`src/rtl/fetch_pkg.sv`:
```
// Shared constants, state encoding and helpers for the instruction fetch stage.
package fetch_pkg;

    localparam int unsigned PC_STEP     = 2;
    localparam int unsigned COUNT_WIDTH = 16;
    localparam logic [15:0] HALT_WORD   = 16'h0000;

    typedef enum logic {
        RUN  = 1'b0,
        HALT = 1'b1
    } fetch_state_t;

    // Increment that sticks at all-ones instead of wrapping.
    function automatic logic [COUNT_WIDTH-1:0] sat_inc(input logic [COUNT_WIDTH-1:0] value);
        return (value == '1) ? value : value + COUNT_WIDTH'(1);
    endfunction

endpackage

```
`src/rtl/if_id_reg.sv`:
```
// IF/ID pipeline register: flush (zero bubble) > load > drop (clear valid, keep data) > hold.
module if_id_reg #(
    parameter int unsigned PC_WIDTH    = 16,
    parameter int unsigned INSTR_WIDTH = 16
) (
    input  logic                   clk,
    input  logic                   reset,
    input  logic                   load,
    input  logic                   flush,
    input  logic                   drop,
    input  logic [INSTR_WIDTH-1:0] fetched_instr,
    input  logic [PC_WIDTH-1:0]    fetched_pc,
    output logic [INSTR_WIDTH-1:0] if_id_instr,
    output logic [PC_WIDTH-1:0]    if_id_pc,
    output logic                   if_id_valid
);

    always_ff @(posedge clk or posedge reset) begin
        if (reset) begin
            if_id_instr <= '0;
            if_id_pc    <= '0;
            if_id_valid <= 1'b0;
        end else if (flush) begin
            if_id_instr <= '0;
            if_id_pc    <= '0;
            if_id_valid <= 1'b0;
        end else if (load) begin
            if_id_instr <= fetched_instr;
            if_id_pc    <= fetched_pc;
            if_id_valid <= 1'b1;
        end else if (drop) begin
            if_id_valid <= 1'b0;
        end
    end

endmodule

```
`src/rtl/fetch_stage.sv`:
```
// Instruction fetch stage: PC, next-PC select, RUN/HALT control and delivered-instruction counter.
// Optional halt on the all-zero word is enabled by defining FETCH_HALT_ON_ZERO_EN.
module fetch_stage
    import fetch_pkg::*;
#(
    parameter int unsigned          PC_WIDTH    = 16,
    parameter int unsigned          INSTR_WIDTH = 16,
    parameter logic [PC_WIDTH-1:0]  RESET_PC    = '0
) (
    input  logic                   clk,
    input  logic                   reset,
    input  logic                   stall,
    input  logic                   redirect_valid,
    input  logic [PC_WIDTH-1:0]    redirect_pc,
    output logic [PC_WIDTH-1:0]    pc,
    input  logic [INSTR_WIDTH-1:0] instr_in,
    output logic [INSTR_WIDTH-1:0] if_id_instr,
    output logic [PC_WIDTH-1:0]    if_id_pc,
    output logic                   if_id_valid,
    output logic [COUNT_WIDTH-1:0] fetch_count,
    output logic                   halted
);

    fetch_state_t state;
    logic         halt_hit;
    logic         load;
    logic         flush;
    logic         drop;
    logic         halt_go;

`ifdef FETCH_HALT_ON_ZERO_EN
    assign halt_hit = (instr_in == INSTR_WIDTH'(HALT_WORD));
`else
    assign halt_hit = 1'b0;
`endif

    // Per-edge action: halt freeze, then redirect > stall > halt word > advance.
    always_comb begin
        load    = 1'b0;
        flush   = 1'b0;
        drop    = 1'b0;
        halt_go = 1'b0;
        if (state == HALT) begin
            drop = 1'b1;
        end else if (redirect_valid) begin
            flush = 1'b1;
        end else if (!stall) begin
            if (halt_hit) begin
                drop    = 1'b1;
                halt_go = 1'b1;
            end else begin
                load = 1'b1;
            end
        end
    end

    always_ff @(posedge clk or posedge reset) begin
        if (reset) begin
            state       <= RUN;
            pc          <= RESET_PC;
            fetch_count <= '0;
            halted      <= 1'b0;
        end else begin
            if (flush) begin
                pc <= redirect_pc & ~PC_WIDTH'(1);
            end else if (load) begin
                pc          <= pc + PC_WIDTH'(PC_STEP);
                fetch_count <= sat_inc(fetch_count);
            end
            if (halt_go) begin
                state  <= HALT;
                halted <= 1'b1;
            end
        end
    end

    if_id_reg #(
        .PC_WIDTH    (PC_WIDTH),
        .INSTR_WIDTH (INSTR_WIDTH)
    ) u_if_id_reg (
        .clk           (clk),
        .reset         (reset),
        .load          (load),
        .flush         (flush),
        .drop          (drop),
        .fetched_instr (instr_in),
        .fetched_pc    (pc),
        .if_id_instr   (if_id_instr),
        .if_id_pc      (if_id_pc),
        .if_id_valid   (if_id_valid)
    );

endmodule

```
`config.mk`:
```
export PLATFORM = sky130hd
export DESIGN_NAME = fetch_stage
export DESIGN_NICKNAME = d
export VERILOG_FILES = /design/src/rtl/fetch_pkg.sv /design/src/rtl/if_id_reg.sv /design/src/rtl/fetch_stage.sv
export SDC_FILE = /design/constraint.sdc
export NUM_CORES = 1
export LEC_CHECK = 0
export ABC_CLOCK_PERIOD_IN_PS = 2000
export CORE_ASPECT_RATIO = 1.4
export CORE_MARGIN = 4
export CORE_UTILIZATION = 40
export CTS_CLUSTER_DIAMETER = 40
export DETAILED_ROUTE_END_ITERATION = 10
export HOLD_SLACK_MARGIN = 0.02
export PLACE_DENSITY = 0.75
export SLEW_MARGIN = 40
export SYNTH_ARGS = -nofsm -noshare
export SYNTH_HDL_FRONTEND = slang
export SYNTH_SLANG_ARGS = --single-unit
export TNS_END_PERCENT = 5
```
`constraint.sdc`:
```
create_clock -name clk -period 2 [get_ports clk]
set_input_delay 0.5 -clock clk [delete_from_list [all_inputs] [get_ports clk]]
set_output_delay 0.5 -clock clk [all_outputs]
set_load 0.05 [all_outputs]
```
=== Yosys cells after proc, flatten, opt, wreduce, memory -nomap -nowiden ===
Cells that the tools add are included.

* $add $sub $neg: 2
* Eq/ne operators: 1
* Multiplexer cells: 11
* Bitwise logic cells: 2
* Reductions and logical operators: 3

{| class="wikitable"
|+ Operators by type and width
! kind !! count
|-
| $mux W16 || 6
|-
| $add A16 B1 Y16 const B || 1
|-
| $add A16 B2 Y16 const B || 1
|-
| $eq A16 B16 Y1 const B || 1
|-
| $mux W1 || 5
|-
| $reduce_and A3 Y1 || 1
|-
| $reduce_bool A3 Y1 || 1
|-
| $not A1 Y1 || 2
|-
| $reduce_bool A2 Y1 || 1
|}

* Flip-flop bits (word level): 65
* Output and inout port bits: 66
* Word-level logic and storage cells: 24

=== Longest topological paths before layout ===
Gate-level depths: netlist (run 1).

* Word-level depth: 4
* Mapped depth: 5
* Mapped depth without buffers: 5

=== Modules after synthesis ===
A second synthesis (run 1) with hierarchy kept.

* Cell total of the unflattened synthesis: 280
* Area, all modules: 3,051.7 µm²

{| class="wikitable"
|+ Modules (own cells, without submodules)
! module !! instances !! cells an instance !! area an instance (µm²) !! sequential area each (µm²)
|-
| fetch_stage || 1 || 171 || 1,677.9 || 775.7
|-
| if_id_reg || 1 || 109 || 1,373.8 || 825.8
|}

=== Least setup slack after synthesis (run 1) ===
No wires, ideal clock.

* Kind: reg2reg
* Start point: register fetch_count[0]
* End point: register fetch_count[1]
* Library setup time: 125 ps
* Arrival time: 1,965 ps
* Setup slack: -89 ps
* Stages on the path, launching flop included: 6
* Period minus slack after synthesis: 2,089 ps
* Cell sequence: dfrtp_1 ha_1 nand3_1 nor4_2 nor3_1 mux2_2

* Cells in the longest elaborated chain, start to end: 3
* Elaborated cells on any way between the ends: 4
* Those cells by class: 1 x add/sub; 1 x eq/ne; 1 x bitwise; 1 x reduce/logical

{| class="wikitable"
|+ RTL lines
! element !! RTL line !! text
|-
| start, declared || fetch_stage.sv:20 || <nowiki>output logic [COUNT_WIDTH-1:0] fetch_count,</nowiki>
|-
| start signal, assigned || fetch_stage.sv:68 || <nowiki>fetch_count <= sat_inc(fetch_count);</nowiki>
|-
| parallel branches: the longest is 3 deep, another holds $add A16 B1 Y16 || -- ||
|}

Several ways; the timed one is not identified.
A chain may end at the register's enable or synchronous reset.

=== Final worst setup path (run 1) ===
* Start point: register fetch_count[6]
* End point: register fetch_count[13]

Same word-level chain as after synthesis.

==> results.yml, run 1 <==
detailed_routing:
  ant_nets: 0
  drc_errors: 0
  avgViaCountPerCell: 5.00
  first_pass_iters: 4
  vias: 2393
  dr.first_iter.drc_count: 81
  wl_per_cell_um: 14.8
  wl_um: 7090
worst_setup_path:
  crit_fanout: 7
  required_ns: 2.27
  end_kind: "register"
  reg2reg_slack_ns: 0.19
  r2r_start: "fetch_count[6]"
  rr_worst_depth: 4
  cp-start-kind: "register"
  r2r_end: "fetch_count[13]"
  cp_data_arrival_time_ns: 2.08
  worstSetupPathType: "reg -> reg"
global_routing:
  grtUsageTotal: 0.172
  grt-ovfl-total: 0
  antenna_found_initial: 0
  grt_pass1_vias: 2465
  grt_pass1_wl_um: 11700
  grt_max_degree: 64
synth:
  synthCells: 272
  synth_top_area_frac: 0.545
  syn_avg_cell_area_um2: 10.8
  async_reset_ff_frac: 1.00
  synth_cell_types: 32
  ys_warn_count: 0
  synth_area_leaders: "dfrtp_1 55%, mux2i_1 11%, xor2_1 5.7%, nor2_1 4.9%, nand2_1 2.6%"
  ys_seq_elements: 64
  synth_edf_count: 0
  syn_area_mm2: 0.00294
  ys_seq_area_frac: 0.545
  synthFlopType: "dfrtp_1"
  yosys.area.top_type: "dfrtp_1"
timing:
  period_share: 0.904
  period_needed_ns: 1.81
  clock.fmax_mhz: 553
  whs_ns: 0.502
  clock_skew_ns: 0.00956
  worst_slew_pin_slew_ns: 0.521
  drv_slew: 0
  setup_violations: 0
  max_slew_margin: 0.654
  layout_setup_ws_ns: 0.192
  rsz0062_at_grt: "false"
  hold_violations: 0
die:
  die_h_um: 109
  io_pins: 102
  die_area_mm2: 0.00880
  rows: 36
  start_util: 0.415
  fp.dieW_um: 80.4
  core-area_mm2: 0.00707
power:
  powerDensity_mw_per_mm2: 902
  leakage_nw: 2.12
  irDropWorstVdd_uv: 996
clock_tree:
  cts-hold-fix-buffers: 0
  clockRootBuffer: "clkbuf_8"
  numCtsBuffers: 9
  clk_latency_ns: 0.34
  path_clk_slew_ns: 0.07
  clock_sinks: 64
  h-tree-depth: 3
  cts_max_path_buffers: 2
  cts_tree: "done"
worst_hold_path:
  min_path_type: "reg -> reg"
  worstHoldStart: "fetch_count[14]"
  worst_hold_path.num_cells: 1
  min_to: "fetch_count[14]"
place:
  dp.cells: 464
  place_hpwl_um: 5220
  gp_congestion: 0.805
  placed_area_mm2: 0.00401
  place_ws_ns: 0.147
  port_buffers: 98
cells_and_area:
  final_area_mm2: 0.00417
  postLayoutCoreUtil: 0.590
  layout.nets: 418
  layout-drive-gt1-share: 0.193
  area_growth_pct: 42.0
  final_cell_count_no_fill: 479
  num_antenna_cells: 0
run:
  max_cap_viol_count: 0
status:
  status: "completed"
-- synthesized netlist by cell type (all sizes together), types with 7 or more instances --
library cell,count
nand2,20
nor2,38
buf,7
dfrtp,64
o21ai,13
nand4,7
xnor2,8
clkbuf,7
nor3,12
nor4,7
xor2,19
nand3,9
mux2i,32
-- through the flow --
step	TNS [ns]	total power, mW
floorplan	-0.138	2.33
global placement	0	2.73
detailed placement	0	2.75
CTS	0	3.81
global route	0	3.95
finish	0	3.76
-- placed cells by master (no fill, tap or decap), types with 3 or more instances in the layout --
cell             instances
nand3_1                  9
nor2_1                  38
o21ai_0                  9
buf_4                   45
o21ai_1                  4
xor2_1                  19
a21oi_1                  3
mux2i_1                 32
xnor2_1                  8
buf_12                   3
dlygate4sd2_1           25
nand4_1                  6
clkinv_2                 3
clkdlybuf4s50_1         32
mux2_2                   5
clkbuf_8                10
nor3_1                  12
dfrtp_1                 64
nand2_1                 20
nor4_1                   6
dlymetal6s2s_1           3
inv_1                    5
-- what timing repair did --
item / 4_1_cts / 5_1_grt
resized for setup: 25 / 3
buffers inserted: 0 / 0
pin swaps: 0 / 0
setup endpoints to repair: 25 / 3
-- where the power goes --
group | switching [mW] | internal, mW | total (mW)
Combinational | 0.728 | 0.377 | 1.11
Clock | 0.467 | 0.596 | 1.06
Sequential | 0.166 | 1.42 | 1.59
Total | 1.36 | 2.40 | 3.76
-- worst max-delay path by stage --
stage	start	cells past startpoint	endpoint
CTS	u_if_id_reg.if_id_instr[6]	1	if_id_instr[6]
detailed placement	redirect_valid	4	fetch_count[13]
floorplan	fetch_count[0]	5	fetch_count[1]
finish	fetch_count[6]	4	fetch_count[13]
global placement	redirect_valid	4	fetch_count[13]
global route	fetch_count[6]	4	fetch_count[13]
-- layer usage --
| metal | vias to the layer above | global-route usage | part of all wire | wire [um] |
|---|---|---|---|---|
| li1 | 1155 | - | - | - |
| met1 | 1136 | 0.208 | 0.41 | 2900 |
| met2 | 88 | 0.286 | 0.49 | 3470 |
| met3 | 14 | 0.0434 | 0.078 | 554 |
| met4 | 0 | 0.0833 | 0.024 | 168 |
| met5 | - | 0 | 0 | 0 |
-- registers in the layout, indices dropped and copies added (netlist names) --
name / count
u_if_id_reg.if_id_valid: 1
u_if_id_reg.if_id_pc: 16
pc: 15
u_if_id_reg.if_id_instr: 16
fetch_count: 16
-- cell type report --
cell class,count,area (um2)
well taps,95,119
clock inverters,4,45.0
multi-input cells,189,1250
flip-flops and latches,64,1600
repair buffers,110,985
inverters,6,26.3
fillers,633,2900
clock buffers,11,141
-- logic make-up after synthesis --
| logic type | share of synthesized area |
|---|---|
| simple gates | 0.169 |
| flops | 0.545 |
| mux | 0.128 |
| xor+xnor | 0.0805 |
| buf+inv | 0.0294 |
| compound gates | 0.0379 |
| fa+ha+maj | 0.00852 |
| other cells | 0.00128 |
-- critical path: stages, from the launching register on --
cell,delay (ns)
dfrtp_1,0.45
nand4_2,0.17
or4b_4,0.56
a2111oi_2,0.38
xor2_1,0.17
(Power assumes the default switching activity.)
==> run 2: changes to the inputs <==
--- a/config.mk
+++ b/config.mk
@@ -6,7 +6,7 @@
 export NUM_CORES = 1
 export LEC_CHECK = 0
 export ABC_CLOCK_PERIOD_IN_PS = 2000
-export CORE_ASPECT_RATIO = 1.4
+export CORE_ASPECT_RATIO = 1.5
 export CORE_MARGIN = 4
 export CORE_UTILIZATION = 40
 export CTS_CLUSTER_DIAMETER = 40
==> run 2 against run 1 <==
Cell count increased by 0.42%. Critical path depth unchanged. Clock power decreased by 11%. Critical endpoint unchanged. First-iteration DRC count increased by 64%. Clock-buffer cell count increased by 1. Power decreased by 3.3%. Utilization decreased by 1.1 points. Flip-flop and latch count unchanged. Critical path type unchanged. Worst hold slack improved by 0.0014 ns.
==> results.yml, run 2 (synthesis gave the netlist of run 1 again) <==
status:
  status: "completed"
power:
  p_comb_frac: 0.300
  switching_power_mw: 1.37
  leakage_nw: 2.19
  irDropWorstVdd_uv: 543
  power.share.sequential: 0.442
  switching_share: 0.376
  power.total_mw: 3.64
  p_clk_frac: 0.258
  powerDensity_mw_per_mm2: 875
  cellInternalPower_mw: 2.27
die:
  die_area_mm2: 0.00880
  start_util: 0.409
  io_pins: 102
  die_h_um: 113
  core-area_mm2: 0.00718
  fp.dieW_um: 78.0
  rows: 38
detailed_routing:
  drc_errors: 0
  vias: 2359
  wl_per_cell_um: 14.1
  wl_um: 6790
  ant_nets: 0
  first_pass_iters: 4
  avgViaCountPerCell: 4.90
  dr.first_iter.drc_count: 133
place:
  gp_congestion: 0.809
  port_buffers: 98
  place_hpwl_um: 4950
  place_ws_ns: 0.121
clock_tree:
  cts_tree: "done"
  postCtsSetupBuffers: 0
  clk_latency_ns: 0.32
  cts_max_path_buffers: 2
  h-tree-depth: 3
  numCtsBuffers: 9
  clock_sinks: 64
  clockRootBuffer: "clkbuf_8"
  cts-hold-fix-buffers: 0
  path_clk_slew_ns: 0.07
global_routing:
  grt-ovfl-total: 0
  met1_usage: 0.205
  grt_pass1_vias: 2279
  grt_pass1_wl_um: 11300
  grtUsageTotal: 0.161
  globalRouteMet3Util: 0.0390
  grt_busiest_layer: "met2"
  antenna_found_initial: 0
  grt_use_met2: 0.257
  grt_max_degree: 64
timing:
  period_share: 0.915
  max_slew_margin: 0.661
  rsz0062_at_grt: "false"
  clock.fmax_mhz: 547
  drv_slew: 0
  hold_violations: 0
  period_needed_ns: 1.83
  layout_setup_ws_ns: 0.171
  setup_violations: 0
  worst_slew_pin_slew_ns: 0.508
  clock_skew_ns: 0.00277
cells_and_area:
  layout-drive-gt1-share: 0.192
  layout.nets: 414
  final_cell_mix: "64 x dfrtp_1, 44 x buf_4, 38 x nor2_1"
  final_common_cell: "dfrtp_1"
  num_antenna_cells: 0
  area_growth_pct: 41.5
  reg_top3: "fetch_count: 16 flops, u_if_id_reg.if_id_instr: 16 flops, u_if_id_reg.if_id_pc: 16 flops"
worst_setup_path:
  worstSetupPathType: "reg -> reg"
  cp-start-kind: "register"
  required_ns: 2.25
  crit_fanout: 7
  end_kind: "register"
  cp_data_arrival_time_ns: 2.08
worst_hold_path:
  min_path_type: "reg -> reg"
run:
  max_cap_viol_count: 0
[run 2: cell types whose count changed in the layout (fill, tap and decap cells not counted), sizes merged]
cell	previous run	this run
bufinv	1	0
buf	50	49
clkinv	3	4
clkbuf	11	12
dlygate4sd2	25	13
dlymetal6s2s	3	12
[run 2: worst paths after layout]
kind / startpoint / end / slack (ns) / depth (start not counted)
setup / recovery: fetch_count[6] / fetch_count[13] / 0.17 / 4
hold / removal: fetch_count[14] / fetch_count[14] / 0.50 / 1
setup reg to reg: fetch_count[6] / fetch_count[13] / 0.17 / 4
hold reg to reg: fetch_count[14] / fetch_count[14] / 0.50 / 1
max in group asynchronous: reset / pc[8] / 1.00 / 3
min in group asynchronous: reset / u_if_id_reg.if_id_instr[6] / 0.53 / 2
[run 2: critical path: stages, from the launching register on]
cell	delay, ns
dfrtp_1	0.45
nand4_2	0.18
or4b_4	0.57
a2111oi_2	0.39
xor2_1	0.17
[run 2: layout make-up]
class	instances	area (um2)
fill	639	3020
inverter	6	26.3
multi-input combinational	189	1250
clock inverter	4	20.0
sequential	64	1600
timing repair buffer	106	985
tap	100	125
clock buffer	12	145
[run 2: power groups by stage]
stage	clock, mW	sequential (mW)	combinational, mW
final	0.939	1.61	1.09
after global routing	1.03	1.63	1.16
after CTS	0.973	1.60	1.10
after detailed placement	0	1.63	1.12
after global placement	0	1.62	1.10
after floorplan	0	2.05	0.283
[run 2: per-stage QoR]
stage,area [um2],hold slack (ns),setup TNS (ns),cells,util
floorplan,2940,0.621,-0.138,273,-
global placement,3980,0.489,0,465,0.554
detailed placement,3980,0.491,0,465,0.554
CTS,4130,0.506,0,481,0.575
global route,4160,0.533,0,481,0.579
finish,4160,0.503,0,481,0.579
[run 2: metal layers]
layer	routed length, um	part of all wire
met3	402	0.059
met5	0	0
met2	3340	0.49
met4	110	0.016
met1	2930	0.43
[run 2: what timing repair did]
item | in CTS | in global routing
resized for setup | 13 | 12
setup endpoints to repair | 13 | 12
endpoints found under the hold margin | 0 | 0
